<file path="config.mk">
export PLATFORM = sky130hd
export DESIGN_NAME = alu
export DESIGN_NICKNAME = d
export VERILOG_FILES = /design/src/rtl/alu.sv
export SDC_FILE = /design/constraint.sdc
export NUM_CORES = 1
export LEC_CHECK = 0
export ABC_AREA = 1
export ABC_CLOCK_PERIOD_IN_PS = 800
export CORE_ASPECT_RATIO = 0.6
export CORE_MARGIN = 5
export CORE_UTILIZATION = 50
export CTS_CLUSTER_DIAMETER = 150
export DETAILED_ROUTE_END_ITERATION = 7
export PLACE_DENSITY = 0.81
export SYNTH_ARGS = -nofsm -noshare
export SYNTH_HDL_FRONTEND = slang
export SYNTH_SLANG_ARGS = --single-unit
</file>
<file path="constraint.sdc">
create_clock -name clk -period 0.8 [get_ports clk]
set_clock_uncertainty 0.05 [all_clocks]
set_input_delay 0.08 -clock clk [delete_from_list [all_inputs] [get_ports clk]]
set_output_delay 0.08 -clock clk [all_outputs]
set_load 0.02 [all_outputs]
</file>
<file path="src/rtl/alu.sv">
// rtl/alu.sv - 8-bit eight-function ALU with registered result and carry/flag
module alu (
    input  logic       clk,
    input  logic       rst_n,
    input  logic [7:0] op1,
    input  logic [7:0] op2,
    input  logic [2:0] sel,
    output logic [7:0] out,
    output logic       co
);

    typedef enum logic [2:0] {
        SEL_ADD    = 3'b000,
        SEL_ASHL   = 3'b001,
        SEL_XNOR   = 3'b010,
        SEL_DIV2   = 3'b011,
        SEL_LOAD   = 3'b100,
        SEL_STORE  = 3'b101,
        SEL_COMP2S = 3'b110,
        SEL_ROUND  = 3'b111
    } sel_e;

    logic [7:0] out_d, out_q;
    logic       co_d, co_q;
    logic [8:0] res;
    logic [8:0] round_sum;

    always_comb begin
        res       = 9'd0;
        round_sum = {1'b0, op1} + 9'd7;
        case (sel_e'(sel))
            SEL_ADD:    res = {1'b0, op1} + {1'b0, op2};
            SEL_ASHL:   res = {op1[7], op1[6:0], 1'b0};
            SEL_XNOR:   res = {1'b0, ~(op1 ^ op2)};
            SEL_DIV2:   res = {op1[0], op1[7], op1[7:1]};
            SEL_LOAD:   res = {1'b0, op2};
            SEL_STORE:  res = {1'b0, op1};
            // Carry out of ~op1 + 1 is set only when op1 is zero.
            SEL_COMP2S: res = {1'b0, ~op1} + 9'd1;
            SEL_ROUND:  res = {round_sum[8:3], 3'b000};
            default:    res = 9'd0;
        endcase
        co_d  = res[8];
        out_d = res[7:0];
    end

    always_ff @(posedge clk or negedge rst_n) begin
        if (!rst_n) begin
            out_q <= 8'h00;
            co_q  <= 1'b0;
        end else begin
            out_q <= out_d;
            co_q  <= co_d;
        end
    end

    assign out = out_q;
    assign co  = co_q;

endmodule

</file>
# Yosys cells after proc, flatten, opt, wreduce, memory -nomap -nowiden
# Cells that the tools add are included.
# word_totals
ff_bits	9
latchBits	0
ramBits	0
mem_bits_ro	0
inputBits	21
output_inout_bits	9
wordCells	17
n_memories	0
# classes
add_sub_neg	3
n_mul	0
n_div	0
n_lt_le_gt_ge	0
eq_ne	7
shift	0
muxes	1
bitwise	3
reduce_logical	1
# ops
op	count
$pmux W9 S8	1
$not A8 Y8	2
$eq A3 B3 Y1 const B	4
$add A8 B1 Y9 const B	1
$add A8 B3 Y9 const B	1
$add A8 B8 Y9	1
$xor A8 B8 Y8	1
$eq A3 B2 Y1 const B	2
$eq A3 B1 Y1 const B	1
$logic_not A3 Y1	1

# Longest topological paths before layout
# logic_depth
ltp_word	3
mapped_depth	11
mapped_depth_nobuf	11

# Least setup slack after synthesis
# OpenSTA, ideal clock, no wires.
# synth_timing
kind	input-to-reg
startpoint	in op1[0]
endpoint	reg co_q (netlist: co)
setup_time_ps	122
t_arrival_ps	1042
required_time_ps	628
setup_slack_ps	-414
stages	6
n_path_buf	0
cell_sequence	ha_1 -> fa_1 -> nand3_1 -> nand2_1 -> a21oi_1 -> o21ai_1
# synth_between
elab_chain_len	3
elab_cells_between_ends	5
cone_classes	add/sub: 3; mux: 1; bitwise: 1
# synth_rtl
item	line_no	source
from (decl)	5	input logic [7:0] op1,
$not A8 Y8	39	SEL_COMP2S: res = {1'b0, ~op1} + 9'd1;
$add A8 B1 Y9	39	
$pmux W9 S8 *	31	case (sel_e'(sel))
via res[8]	25	logic [8:0] res;
to (signal assigned)	53	co_q <= co_d;
to (decl)	24	logic co_d, co_q;
# Mark *: on every way through the listed nets, which the timed path passes. The rest lies on a longest branch.

# Worst setup path after layout
# layout_timing
startpoint	in op1[1]
endpoint	reg out_q[6] (netlist: out[6])
# layout_between
elab_chain_len	3
elab_cells_between_ends	5
cone_classes	add/sub: 3; mux: 1; bitwise: 1
# layout_rtl
item	line_no	source
$not A8 Y8	39	
$add A8 B1 Y9	39	
$pmux W9 S8 *	31	
via res[6]	25	
to (signal assigned)	52	out_q <= out_d;
to (decl)	23	logic [7:0] out_d, out_q;
# Marked as above.

==> flow_summary_export.csv <==
group,metric,value,unit
clock_tree,cts_hold_buffers,0,
worst_setup_path,path_cells,"buf_8, inv_2, ha_1, nand3_1, inv_1, nand2_1, nand3_1, nand2_1, nor2_1, nand2_1",
run,cap_violations,0,
timing,worstMarginPinSlew,281,ps
synthesis,syn-num-nets,266,
clock_tree,cts.sinks,9,
floorplan,core_area,2800,um2
clock_tree,clkTransAtPathRegs,50,ps
worst_setup_path,end_kind,"register",
power_and_ir_drop,p_leak,1.29,nW
clock_tree,ctsRootBufferMaster,"clkbuf_8",
grt,antenna_found_initial,0,
grt,grt_overflow,0,
routing,first_iter_violations,431,
timing,fin_ws,-622,ps
synthesis,netlist_instances,234,
power_and_ir_drop,power,2.94,mW
layout,nets,364,
synthesis,yosys.area.top_type,"nand2_1",
place,dpl.cell_count,351,
routing,wl_met1,3190,um
floorplan,die_x,78.7,um
outcome,status,"complete, but fails checks",
synthesis,yosys_most_used_dff,"dfrtp_1",
synthesis,synth.yosys.seq_area_share,15.9,%
clock_tree,cts_max_path_buffers,2,
clock_tree,cts_tree,"done",
timing,clock.fmax,0.703,GHz
routing,wl_met2,3770,um
routing,ant_nets,0,
place,dp_hpwl,4760,um
layout,drive_above_1_share,56.8,%
hold_path,worstHoldPathType,"input port to async pin",
synthesis,synth_edf_count,0,
worst_setup_path,crit_top_cell,"nand2_1",
place,pre_cts_slack,-1020,ps
timing,finalCritPeriodShare,178,%
floorplan,rows,15,
timing,hold_violations,0,
worst_setup_path,max_stage_delay,210,ps
place,place_congestion,0.955,
synthesis,synth_commonest_cells,"nand2_1, nand3_1, inv_1",
timing,rsz0062_at_grt,"true",
synthesis,yosys_warnings,0,
layout,fin_cells,365,
floorplan,dieHeight,51.2,um
synthesis,synth.most_common_cell,"nand2_1",
grt,grt_pass1_vias,2409,
clock_tree,htree_num_levels,1,
timing,slew_viol_final,0,
outcome,violations,"negative setup slack",
place,io_buffer_count,29,
timing,fin_setup_tns,-3680,ps
routing,viasPerCell,6.98,
routing,wirelength,9420,um
layout,area_delta_synth_final,87.0,%
worst_setup_path,cp_max_fo,3,
synthesis,yosys.area.top_type_share,18.8,%
routing,route.detailed.drc,0,
worst_setup_path,slowest_stage,"inv_1",
power_and_ir_drop,p_per_area,1110,nW/um2
routing,top_layer,"met4",
synthesis,ys_ff_latch,9,
worst_setup_path,cp.required,860,ps
synthesis,ys_types,28,
power_and_ir_drop,ir_drop,0.945,mV
floorplan,die_area,4040,um2
synthesis,syn_avg_cell_area,6.06,um2
worst_setup_path,cp_data_arrival_time,1490,ps
worst_setup_path,path_class,"input port to register",
layout,antenna_cells,0,
routing,dr.pass1.iters,7,
routing,route.met3.wl,1500,um
layout,finalCoreUtilization,94.8,%
floorplan,initial_utilization,50.7,%
grt,grt_max_degree,10,
synthesis,netlist_area,1420,um2
worst_setup_path,cp-start-kind,"input port",
routing,route.vias.total,2548,
timing,finalHoldWorstSlack,78.2,ps
layout,stdcell_area,2650,um2
timing,min_period,1420,ps
timing,setup_viol,18,
place,placedInstanceArea,2270,um2
floorplan,boundaryPins,30,
routing,routedWlPerCell,25.8,um
synthesis,yosys-top-cells-area,"nand2_1, dfrtp_1, nand3_1, ha_1, inv_1",
timing,slew_headroom,81.1,%
grt,grt_usage,40.4,%
grt,grt_pass1_wl,12200,um
synthesis,synth-async-reset-ratio,100,%
clock_tree,cts_buffers,3,
## layout by cell type (no fill, tap or decap), types with 7 or more instances in the layout
master	instances
inv_2	11
nand2_2	21
buf_6	23
nand3_1	18
buf_2	9
buf_4	55
nand3_2	13
nor2_4	11
inv_1	18
nor2_1	12
ha_4	8
o21ai_1	7
a21oi_2	7
nand4_1	13
dfrtp_1	9
nand2_1	49
## worst max-delay path, delay by kind of cell
family        cells  cell delay [ps]
buf+inv           3              410
fa+ha+maj         1              190
simple gates      6              790
## layout make-up
cell class | instances | area (um2)
repair buffers | 93 | 812
well taps | 34 | 42.5
flip-flops and latches | 9 | 225
inverters | 32 | 128
multi-input cells | 193 | 1400
fillers | 86 | 145
clock buffers | 4 | 45.0
## cell families (layout without fill, tap and decap cells)
| kind of cell | count (synthesis) | in the layout | share of synthesized area [%] |
|---|---|---|---|
| and+or+nand+nor | 152 | 154 | 52.3 |
| buffers and inverters | 34 | 129 | 9.71 |
| AOI/OAI and AO/OA | 26 | 26 | 10.6 |
| adders and majority gates | 11 | 11 | 10.2 |
| DFF | 9 | 9 | 15.9 |
| xor gates and xnor gates | 2 | 2 | 1.24 |
## state kept, by name (all words and copies together) (netlist names)
signal,count
out,8
co,1
## report_power, final
part	internal [mW]	switching (mW)
Combinational	0.794	1.03
Sequential	0.518	0.0378
Clock	0.350	0.208
## path summary, 6_finish.rpt
check	slack, ps	startpoint	cells past startpoint	endpoint
setup / recovery	-620	op1[1]	10	out[6]$_DFF_PN0_
hold / removal	80	rst_n	2	out[7]$_DFF_PN0_
max in group asynchronous	480	rst_n	2	out[6]$_DFF_PN0_
min in group clk	190	op1[0]	4	out[0]$_DFF_PN0_
## per-layer routing
| layer | GRT usage [%] | up-vias |
|---|---|---|
| met5 | 0 | - |
| met2 | 67.7 | 309 |
| met4 | 24.7 | 0 |
| met3 | 15.0 | 132 |
| li1 | - | 984 |
| met1 | 43.9 | 1123 |
## timing repair
action / CTS / global route
gates resized for setup: 199 / 35
setup buffers: 5 / 3
pin swaps: 39 / 19
gates cloned: 2 / 0
endpoints found under the setup margin: 18 / 18
No activity file was read; power rests on OpenSTA's default activity.
